$ cat config.mk
export PLATFORM = sky130hd
export DESIGN_NAME = ws2812_stream_tx_flat
export DESIGN_NICKNAME = d
export VERILOG_FILES = /design/src/rtl/ws2812_stream_tx_if.sv /design/src/rtl/ws2812_stream_tx.sv /design/src/flat_wrapper.sv
export SDC_FILE = /design/constraint.sdc
export NUM_CORES = 1
export LEC_CHECK = 0
export BUFFER_PORTS_ARGS = -buffer_cell sky130_fd_sc_hd__buf_2
export CORE_MARGIN = 5
export CORE_UTILIZATION = 37
export CTS_CLUSTER_DIAMETER = 50
export DETAILED_ROUTE_END_ITERATION = 10
export PLACE_DENSITY = 0.58
export SYNTH_ARGS = -nofsm -noshare
export SYNTH_HDL_FRONTEND = slang
export SYNTH_SLANG_ARGS = --single-unit
$ cat constraint.sdc
create_clock -name clk -period 6.85 [get_ports clk]
set_clock_uncertainty 0.2 [all_clocks]
set_input_delay 0.685 -clock clk [delete_from_list [all_inputs] [get_ports clk]]
set_output_delay 0.685 -clock clk [all_outputs]
set_load 0.02 [all_outputs]
$ cat src/rtl/ws2812_stream_tx_if.sv
// Pixel-word handshake between the pixel-buffer reader and the WS2812 serialiser.
// The master presents a word with its end-of-frame flag; the slave accepts it when ready.
interface ws2812_stream_tx_if #(
  parameter int BITS_PER_PIXEL = 24
) ();
  logic [BITS_PER_PIXEL-1:0] pixel_data;
  logic                      pixel_last;
  logic                      pixel_valid;
  logic                      pixel_ready;

  modport master (
    output pixel_data,
    output pixel_last,
    output pixel_valid,
    input  pixel_ready
  );

  modport slave (
    input  pixel_data,
    input  pixel_last,
    input  pixel_valid,
    output pixel_ready
  );
endinterface

$ cat src/rtl/ws2812_stream_tx.sv
// WS2812 serialiser: shifts pixel words out MSB first with clock-derived bit timing,
// a one-word holding register for gap-free streaming, a frame latch period and underrun flag.
module ws2812_stream_tx #(
  parameter int CLK_HZ         = 12_000_000,
  parameter int BITS_PER_PIXEL = 24,
  parameter int T0H_NS         = 350,
  parameter int T1H_NS         = 700,
  parameter int TBIT_NS        = 1250,
  parameter int TLATCH_US      = 80
) (
  input  logic                clk,
  input  logic                rst_n,
  ws2812_stream_tx_if.slave   pix,
  output logic                d_out,
  output logic                busy,
  output logic                underrun,
  output logic [15:0]         pixel_count
);

  function automatic int to_cycles(input longint t, input longint per_sec);
    longint c;
    c = (longint'(CLK_HZ) * t) / per_sec;
    return (c < 64'sd1) ? 1 : int'(c);
  endfunction

  localparam int T0H_CYC    = to_cycles(longint'(T0H_NS), 64'sd1_000_000_000);
  localparam int T1H_CYC    = to_cycles(longint'(T1H_NS), 64'sd1_000_000_000);
  localparam int TBIT_CYC   = to_cycles(longint'(TBIT_NS), 64'sd1_000_000_000);
  localparam int TLATCH_CYC = to_cycles(longint'(TLATCH_US), 64'sd1_000_000);

  localparam int CNT_TOP_A = (TBIT_CYC > TLATCH_CYC) ? TBIT_CYC : TLATCH_CYC;
  localparam int CNT_TOP   = (T1H_CYC > CNT_TOP_A) ? T1H_CYC : CNT_TOP_A;
  localparam int CNT_W     = $clog2(CNT_TOP + 1);
  localparam int BIT_W     = $clog2(BITS_PER_PIXEL + 1);

  localparam logic [CNT_W-1:0] T0H_LAST    = CNT_W'(T0H_CYC - 1);
  localparam logic [CNT_W-1:0] T1H_LAST    = CNT_W'(T1H_CYC - 1);
  localparam logic [CNT_W-1:0] TBIT_LAST   = CNT_W'(TBIT_CYC - 1);
  localparam logic [CNT_W-1:0] TLATCH_LAST = CNT_W'(TLATCH_CYC - 1);
  localparam logic [BIT_W-1:0] BIT_FIRST   = BIT_W'(BITS_PER_PIXEL - 1);

  localparam logic [1:0] S_IDLE  = 2'd0;
  localparam logic [1:0] S_HIGH  = 2'd1;
  localparam logic [1:0] S_LOW   = 2'd2;
  localparam logic [1:0] S_LATCH = 2'd3;

  logic [1:0]                state;
  logic [CNT_W-1:0]          cnt;
  logic [BIT_W-1:0]          bit_cnt;
  logic [BITS_PER_PIXEL-1:0] shreg;
  logic [BITS_PER_PIXEL-1:0] hold_data;
  logic                      hold_last;
  logic                      hold_full;
  logic                      cur_last;

  logic                      accept;
  logic                      bit_end;
  logic                      pixel_end;
  logic                      unload;
  logic                      next_bit;
  logic [CNT_W-1:0]          high_last;

  assign pix.pixel_ready = ~hold_full;
  assign busy            = (state != S_IDLE) || hold_full;
  assign accept          = pix.pixel_valid && ~hold_full;

  // The counter keeps running from HIGH into LOW so the whole bit lasts exactly TBIT cycles.
  assign high_last = shreg[BITS_PER_PIXEL-1] ? T1H_LAST : T0H_LAST;
  assign bit_end   = (state == S_LOW) && (cnt >= TBIT_LAST);
  assign pixel_end = bit_end && (bit_cnt == '0);
  assign next_bit  = bit_end && (bit_cnt != '0);
  assign unload    = hold_full &&
                     ((state == S_IDLE) || (pixel_end && !cur_last));

  // NOTE: datapath registers carry no reset; hold_full and state qualify every use of them.
  always_ff @(posedge clk) begin
    if (accept) begin
      hold_data <= pix.pixel_data;
      hold_last <= pix.pixel_last;
    end
    if (unload) begin
      shreg <= hold_data;
    end else if (next_bit) begin
      shreg <= shreg << 1;
    end
  end

  // NOTE: sequential state uses non-blocking assignments so every register samples pre-edge values.
  always_ff @(posedge clk or negedge rst_n) begin
    if (!rst_n) begin
      state       <= S_IDLE;
      cnt         <= '0;
      bit_cnt     <= '0;
      cur_last    <= 1'b0;
      hold_full   <= 1'b0;
      d_out       <= 1'b0;
      underrun    <= 1'b0;
      pixel_count <= '0;
    end else begin
      underrun <= 1'b0;

      // Unload only happens while full and accept only while empty, so they never collide.
      if (unload) begin
        hold_full <= 1'b0;
      end else if (accept) begin
        hold_full <= 1'b1;
      end

      if (unload) begin
        state    <= S_HIGH;
        d_out    <= 1'b1;
        cnt      <= '0;
        bit_cnt  <= BIT_FIRST;
        cur_last <= hold_last;
      end

      case (state)
        S_IDLE: begin
          cnt <= '0;
        end

        S_HIGH: begin
          cnt <= cnt + CNT_W'(1);
          if (cnt >= high_last) begin
            d_out <= 1'b0;
            state <= S_LOW;
          end
        end

        S_LOW: begin
          if (next_bit) begin
            bit_cnt <= bit_cnt - BIT_W'(1);
            d_out   <= 1'b1;
            cnt     <= '0;
            state   <= S_HIGH;
          end else if (pixel_end) begin
            pixel_count <= pixel_count + 16'd1;
            if (cur_last) begin
              cnt   <= '0;
              state <= S_LATCH;
            end else if (!hold_full) begin
              cnt      <= '0;
              state    <= S_IDLE;
              underrun <= 1'b1;
            end
          end else begin
            cnt <= cnt + CNT_W'(1);
          end
        end

        S_LATCH: begin
          // A word may already sit in hold here; it waits for IDLE before transmitting.
          if (cnt >= TLATCH_LAST) begin
            cnt         <= '0;
            pixel_count <= '0;
            state       <= S_IDLE;
          end else begin
            cnt <= cnt + CNT_W'(1);
          end
        end

        default: begin
          state <= S_IDLE;
          d_out <= 1'b0;
          cnt   <= '0;
        end
      endcase
    end
  end

endmodule
$ cat src/flat_wrapper.sv
// flat-port wrapper written by rule: the top's interface ports become plain ports
module ws2812_stream_tx_flat 
#(
  parameter int CLK_HZ         = 12_000_000,
  parameter int BITS_PER_PIXEL = 24,
  parameter int T0H_NS         = 350,
  parameter int T1H_NS         = 700,
  parameter int TBIT_NS        = 1250,
  parameter int TLATCH_US      = 80
)
  (clk, rst_n, d_out, busy, underrun, pixel_count, pix_pixel_data, pix_pixel_last, pix_pixel_valid, pix_pixel_ready);
  ws2812_stream_tx_if #(.BITS_PER_PIXEL(BITS_PER_PIXEL)) pix_i ();
  input  logic clk;
  input  logic rst_n;
  output logic d_out;
  output logic busy;
  output logic underrun;
  output logic [15:0] pixel_count;
  input wire logic [$bits(pix_i.pixel_data)-1:0] pix_pixel_data;
  input wire logic [$bits(pix_i.pixel_last)-1:0] pix_pixel_last;
  input wire logic [$bits(pix_i.pixel_valid)-1:0] pix_pixel_valid;
  output wire logic [$bits(pix_i.pixel_ready)-1:0] pix_pixel_ready;
  assign pix_i.pixel_data = pix_pixel_data;
  assign pix_i.pixel_last = pix_pixel_last;
  assign pix_i.pixel_valid = pix_pixel_valid;
  assign pix_pixel_ready = pix_i.pixel_ready;
  ws2812_stream_tx #(.CLK_HZ(CLK_HZ), .BITS_PER_PIXEL(BITS_PER_PIXEL), .T0H_NS(T0H_NS), .T1H_NS(T1H_NS), .TBIT_NS(TBIT_NS), .TLATCH_US(TLATCH_US)) u_core (.clk(clk), .rst_n(rst_n), .pix(pix_i), .d_out(d_out), .busy(busy), .underrun(underrun), .pixel_count(pixel_count));
endmodule
# Yosys cells after proc, flatten, opt, wreduce, memory -nomap -nowiden
# Cells that the tools add are included.
# W data, S select, Z words.
dict set report totals {
  inputBits 28
  word_cells 78
  out_inout_bits 20
  register_bits 86
}
dict set report op_classes {
  n_reduce_logical 17
  n_lt_le_gt_ge 3
  n_eq_ne 7
  addsub 3
  n_mux 36
  n_bitwise 1
}
# op count
set op_table {}
lappend op_table {{$mux W10} 6}
lappend op_table {{$mux W16} 3}
lappend op_table {{$mux W24} 2}
lappend op_table {{$pmux W10 S4} 1}
lappend op_table {{$pmux W16 S2} 1}
lappend op_table {{$add A16 B1 Y16 const B} 1}
lappend op_table {{$mux W5} 3}
lappend op_table {{$mux W2} 7}
lappend op_table {{$add A10 B1 Y10 const B} 1}
lappend op_table {{$ge A10 B10 Y1} 1}
lappend op_table {{$ge A10 B10 Y1 const B} 1}
lappend op_table {{$ge A10 B4 Y1 const B} 1}
lappend op_table {{$mux W1} 10}
lappend op_table {{$reduce_bool A2 Y1} 4}
lappend op_table {{$logic_and A1 B1 Y1} 6}
lappend op_table {{$ne A6 B6 Y1 const B} 1}
lappend op_table {{$pmux W2 S3} 1}
lappend op_table {{$logic_not A5 Y1} 1}
lappend op_table {{$reduce_bool A5 Y1} 1}
lappend op_table {{$sub A5 B1 Y5 const B} 1}
lappend op_table {{$eq A2 B2 Y1 const B} 2}
lappend op_table {{$ne A2 B1 Y1 const B} 2}
lappend op_table {{$reduce_and A4 Y1} 1}
lappend op_table {{$mux W3} 1}
lappend op_table {{other kinds (7)} 8}

# Depth between registers and ports, before layout
dict set report logic_depth {
  word_depth 12
  depth_mapped 10
  depth_no_buf 7
}

# Worst setup path before layout
# Ideal clock, no wire load.
dict set report synth_timing {
  path_kind {register to register}
  startpoint {register u_core.bit_cnt[0]}
  endpoint {register u_core.shreg[0] (enable)}
  arrival_ns 2.345
  path_stages_with_launch 10
  n_path_buf 2
  period_less_slack_ns 2.924
  setup_slack_ns 3.926
  setup_time_ns 0.379
  required_ns 6.271
  path_cell_list {dfrtp_1 inv_1 ha_1 or4b_1 buf_2 nor2_1 a31oi_1 buf_2 and2_1 inv_1}
}
dict set report synth_between {
  elab_chain_len 6
  elab_cells_between_ends 8
  cone_classes {reduce/logical: 8}
}
# item line
set synth_lines {}
lappend synth_lines {{from (decl)} ws2812_stream_tx.sv:49} ;# logic [BIT_W-1:0] bit_cnt;
lappend synth_lines {{from (signal assigned)} ws2812_stream_tx.sv:132} ;# bit_cnt <= bit_cnt - BIT_W'(1);
lappend synth_lines {{$logic_not A5 Y1} ws2812_stream_tx.sv:70} ;# assign pixel_end = bit_end && (bit_cnt == '0);
lappend synth_lines {{$logic_and A1 B1 Y1} ws2812_stream_tx.sv:70}
lappend synth_lines {{$logic_and A1 B1 Y1} ws2812_stream_tx.sv:73} ;# ((state == S_IDLE) || (pixel_end && !cur_last));
lappend synth_lines {{$logic_or A1 B1 Y1} ws2812_stream_tx.sv:73}
lappend synth_lines {{$logic_and A1 B1 Y1} ws2812_stream_tx.sv:72} ;# assign unload = hold_full &&
lappend synth_lines {{$reduce_bool A2 Y1 (no source line) *} --}
lappend synth_lines {{to (signal assigned)} ws2812_stream_tx.sv:82} ;# shreg <= hold_data;
lappend synth_lines {{to (signal assigned)} ws2812_stream_tx.sv:84} ;# shreg <= shreg << 1;
lappend synth_lines {{to (decl)} ws2812_stream_tx.sv:50} ;# logic [BITS_PER_PIXEL-1:0] shreg;
# Every way passes the cells marked *; elsewhere a longest branch is shown, timed or not.
# A chain may end at the register's enable or synchronous reset.

# Worst setup path in the final report
dict set report layout_timing {
  startpoint {register u_core.cnt[6]}
  endpoint {register u_core.shreg[23] (enable)}
}
dict set report layout_between {
  elab_chain_len 7
  elab_cells_between_ends 8
  cone_classes {order compare: 1; reduce/logical: 7}
}
# item line
set layout_lines {}
lappend layout_lines {{from (decl)} ws2812_stream_tx.sv:48} ;# logic [CNT_W-1:0] cnt;
lappend layout_lines {{from (signal assigned)} ws2812_stream_tx.sv:123} ;# cnt <= cnt + CNT_W'(1);
lappend layout_lines {{from (signal assigned)} ws2812_stream_tx.sv:147} ;# cnt <= cnt + CNT_W'(1);
lappend layout_lines {{from (signal assigned)} ws2812_stream_tx.sv:158} ;# cnt <= cnt + CNT_W'(1);
lappend layout_lines {{$ge A10 B4 Y1 *} ws2812_stream_tx.sv:69} ;# assign bit_end = (state == S_LOW) && (cnt >= TBIT_LAST);
lappend layout_lines {{$logic_and A1 B1 Y1 *} ws2812_stream_tx.sv:69}
lappend layout_lines {{$logic_and A1 B1 Y1} ws2812_stream_tx.sv:70}
lappend layout_lines {{$logic_and A1 B1 Y1} ws2812_stream_tx.sv:73}
lappend layout_lines {{$logic_or A1 B1 Y1} ws2812_stream_tx.sv:73}
lappend layout_lines {{$logic_and A1 B1 Y1} ws2812_stream_tx.sv:72}
lappend layout_lines {{$reduce_bool A2 Y1 (no source line) *} --}
# Marks and branches as above.

==> impl_metrics.py <==
metrics = {
    "outcome": {
        "status": "completed",
    },
    "power_and_ir_drop": {
        "pwr-share-clk_pct": 24.3,
        "total_power_mw": 1.47,
        "p_leak_nw": 1.77,
        "swShare_pct": 30.6,
        "ir_worst_vdd_mv": 0.167,
        "p_sw_uw": 450,
        "p_seq_share_pct": 52.8,
        "comb_power_share_pct": 22.9,
        "pwr_density_cell_nw_per_um2": 329,
        "internal-power_mw": 1.02,
    },
    "synth": {
        "syn_avg_cell_area_sq_um": 12.9,
        "yosysUniqueCellTypes": 48,
        "ys_seq_elements": 86,
        "yosysWarningCount": 0,
        "synth_area_sq_um": 3890,
        "synth_edf_count": 49,
        "synthArstFlopShare_pct": 43.0,
        "synthesis.nets": 340,
        "synth-main-ff-cell": "edfxtp_1",
        "ys_seq_area_share_pct": 61.6,
        "syn_inst": 302,
    },
    "die": {
        "fp-row-count": 37,
        "core_area_sq_um": 10300,
        "io_pins": 48,
        "initial_utilization_pct": 37.9,
        "die_w_microns": 113,
        "fp.dieH_microns": 113,
        "die_area_sq_um": 12700,
    },
    "clock_network": {
        "post_cts_buffers": 0,
        "cts_root_buffer": "clkbuf_8",
        "cts_buffer_depth": 2,
        "cts_sinks": 86,
        "cts_resized": 0,
        "numCtsBuffers": 9,
        "htree_num_levels": 3,
        "path_clk_slew_ps": 100,
        "cts_tree": "built",
        "insertion_delay_ps": 360,
        "ctsHoldBuffers": 0,
    },
    "layout": {
        "fillers": 987,
        "final_area_sq_um": 4470,
        "nets": 389,
        "fin_util_pct": 43.5,
        "n_antenna_cell": 0,
        "layout-drive-gt1-share_pct": 27.0,
        "area_growth_pct": 14.8,
    },
    "detailed_routing": {
        "vias": 2543,
        "dr_wl_met3_microns": 335,
        "avgRoutedWirePerCell_microns": 14.3,
        "antenna_left": 0,
        "dr_wl_met2_microns": 3290,
        "wl_microns": 7040,
        "first_pass_iters": 4,
        "remaining_drc_errors": 0,
        "highest-signal-layer": "met4",
        "via_per_inst": 5.17,
        "drtIter0Drc": 148,
        "wl_met1_microns": 3320,
    },
    "place": {
        "postPlaceCellArea_sq_um": 4270,
        "gp_congestion": 0.768,
        "dp.final_hpwl_microns": 4840,
        "portBuffers": 47,
    },
    "global_routing": {
        "grt_max_degree": 38,
        "grt_pass1_wl_microns": 12100,
        "grt-ovfl-total": 0,
        "grt_use_total_pct": 11.8,
        "antenna_found_initial": 0,
        "grt_pass1_vias": 2489,
    },
    "worst_setup_path": {
        "crit_slowest_cell": "a31oi_4",
        "crit_arrival_ps": 3510,
        "cp-end-kind": "register",
        "reg2reg_depth": 5,
        "setup.worst_path.class": "register to register",
        "path_max_fanout": 30,
        "critPathMaxStageDelay_ps": 860,
        "critPathRequiredTime_ps": 6610,
        "start_kind": "register",
        "path_cells": "nor4_2 > a31oi_1 > a31oi_4 > and2_1 > inv_1",
    },
    "sta": {
        "relSlewSlack_pct": 20.8,
        "fmax_mhz": 267,
        "worst_pin_slew_ps": 1180,
        "final-setup-viol-count": 0,
        "whs_ps": 209,
        "fin_tns_setup_ps": 0,
        "min_period_over_period_pct": 54.7,
        "period_needed_ps": 3750,
        "grt_setup_unrepaired": "false",
        "slew_viol_final": 0,
        "hold_viol_final": 0,
    },
    "job": {
        "maxCapViolations": 0,
    },
    "hold_path": {
        "hold_class": "primary input to async pin",
    },
}
-- through the flow --
step,setup slack (ps),std cells
2_1_floorplan,3930,302
3_3_place_gp,3190,476
3_5_place_dp,3050,476
4_1_cts,3040,492
5_1_grt,2760,492
6_report,3100,492
-- synthesized netlist by cell type (all sizes together) (2+ instances only) --
library cell  number  area, sq um
edfxtp            49         1470
dfrtp             37          926
nor2              26         97.6
mux2              25          282
nand2             16         60.1
inv               14         52.6
a21oi             13         65.1
nand3             13         65.1
o31ai             11         82.6
or4               11         82.6
ha                10          125
nand4             10         62.6
o21ai              6         33.8
buf                5         31.3
xnor2              5         43.8
xor2               5         43.8
a31oi              4         25.0
clkbuf             4         15.0
o211ai             4         43.8
nor2b              3         18.8
a21o               2         15.0
and2               2         12.5
and3               2         12.5
mux2i              2         20.0
nor4               2         18.8
o2bb2ai            2         17.5
or3                2         12.5
-- area by class of cell --
type | count | area [sq um] | area share (%)
flip-flops and latches | 86 | 2400 | 53.7
multi-input cells | 193 | 1410 | 31.6
repair buffers | 47 | 235 | 5.27
well taps | 136 | 170 | 3.81
clock buffers | 9 | 124 | 2.77
clock inverters | 7 | 75.1 | 1.68
inverters | 14 | 52.6 | 1.18
-- critical path, delay by kind of cell (launching register included) --
kind,cells,cell delay (ps)
simple gates,2,1010
flops,1,440
compound gates,2,1240
buf+inv,1,420
-- logic make-up after synthesis --
family / after synthesis / share of synthesized area (%)
buf+inv: 23 / 2.54
xor+xnor: 10 / 2.25
simple gates: 92 / 12.3
mux: 27 / 7.75
compound gates: 54 / 10.3
flops: 86 / 61.6
fa+ha+maj: 10 / 3.22
-- registers in the layout, summed over array words and instances, names as in the netlist, 2 cells and up --
signal,flops
u_core.hold_data,24
u_core.shreg,24
u_core.pixel_count,16
u_core.cnt,10
u_core.bit_cnt,5
u_core.state,2
-- power by group through the flow --
stage          logic, mW  clock network, mW  registers [mW]
2_1_floorplan      0.261                  0           0.772
3_3_place_gp       0.337                  0           0.785
3_5_place_dp       0.342                  0           0.788
4_1_cts            0.344              0.374           0.778
5_1_grt            0.380              0.392           0.792
6_report           0.337              0.357           0.776
-- layout by cell type (no fill, tap or decap), types with 2 or more instances in the layout --
| cell | n |
|---|---|
| o21ai_0 | 5 |
| inv_1 | 14 |
| or3_1 | 2 |
| a21o_1 | 2 |
| clkbuf_8 | 9 |
| a21oi_1 | 13 |
| xnor2_1 | 5 |
| and2_1 | 2 |
| nor2_1 | 26 |
| inv_8 | 3 |
| mux2_2 | 25 |
| ha_1 | 10 |
| o31ai_1 | 11 |
| dfrtp_1 | 37 |
| mux2i_1 | 2 |
| or4_1 | 11 |
| buf_2 | 47 |
| nor2b_1 | 2 |
| o2bb2ai_1 | 2 |
| inv_6 | 2 |
| xor2_1 | 5 |
| and3_1 | 2 |
| nand4_1 | 10 |
| nand2_1 | 16 |
| nand3_1 | 13 |
| edfxtp_1 | 49 |
| o211ai_1 | 3 |
| a31oi_1 | 3 |
-- path summary, 6_finish.rpt --
path	start	to	slack, ps
worst max-delay path	u_core.cnt[6]	u_core.shreg[23]	3100
min in group clk	pix_pixel_data[9]	u_core.hold_data[9]	290
worst max register to register	u_core.cnt[6]	u_core.shreg[23]	3100
max in group asynchronous	rst_n	u_core.cnt[3]	5700
worst min register to register	u_core.cnt[0]	u_core.cnt[0]	320
worst min-delay path	rst_n	u_core.pixel_count[13]	210
-- metal layers --
metal | vias up | track usage [%]
met1 | 1241 | 15.6
met4 | 0 | 4.81
met5 | - | 0
met2 | 55 | 18.2
met3 | 8 | 3.23
li1 | 1239 | -
(Power assumes the default switching activity.)
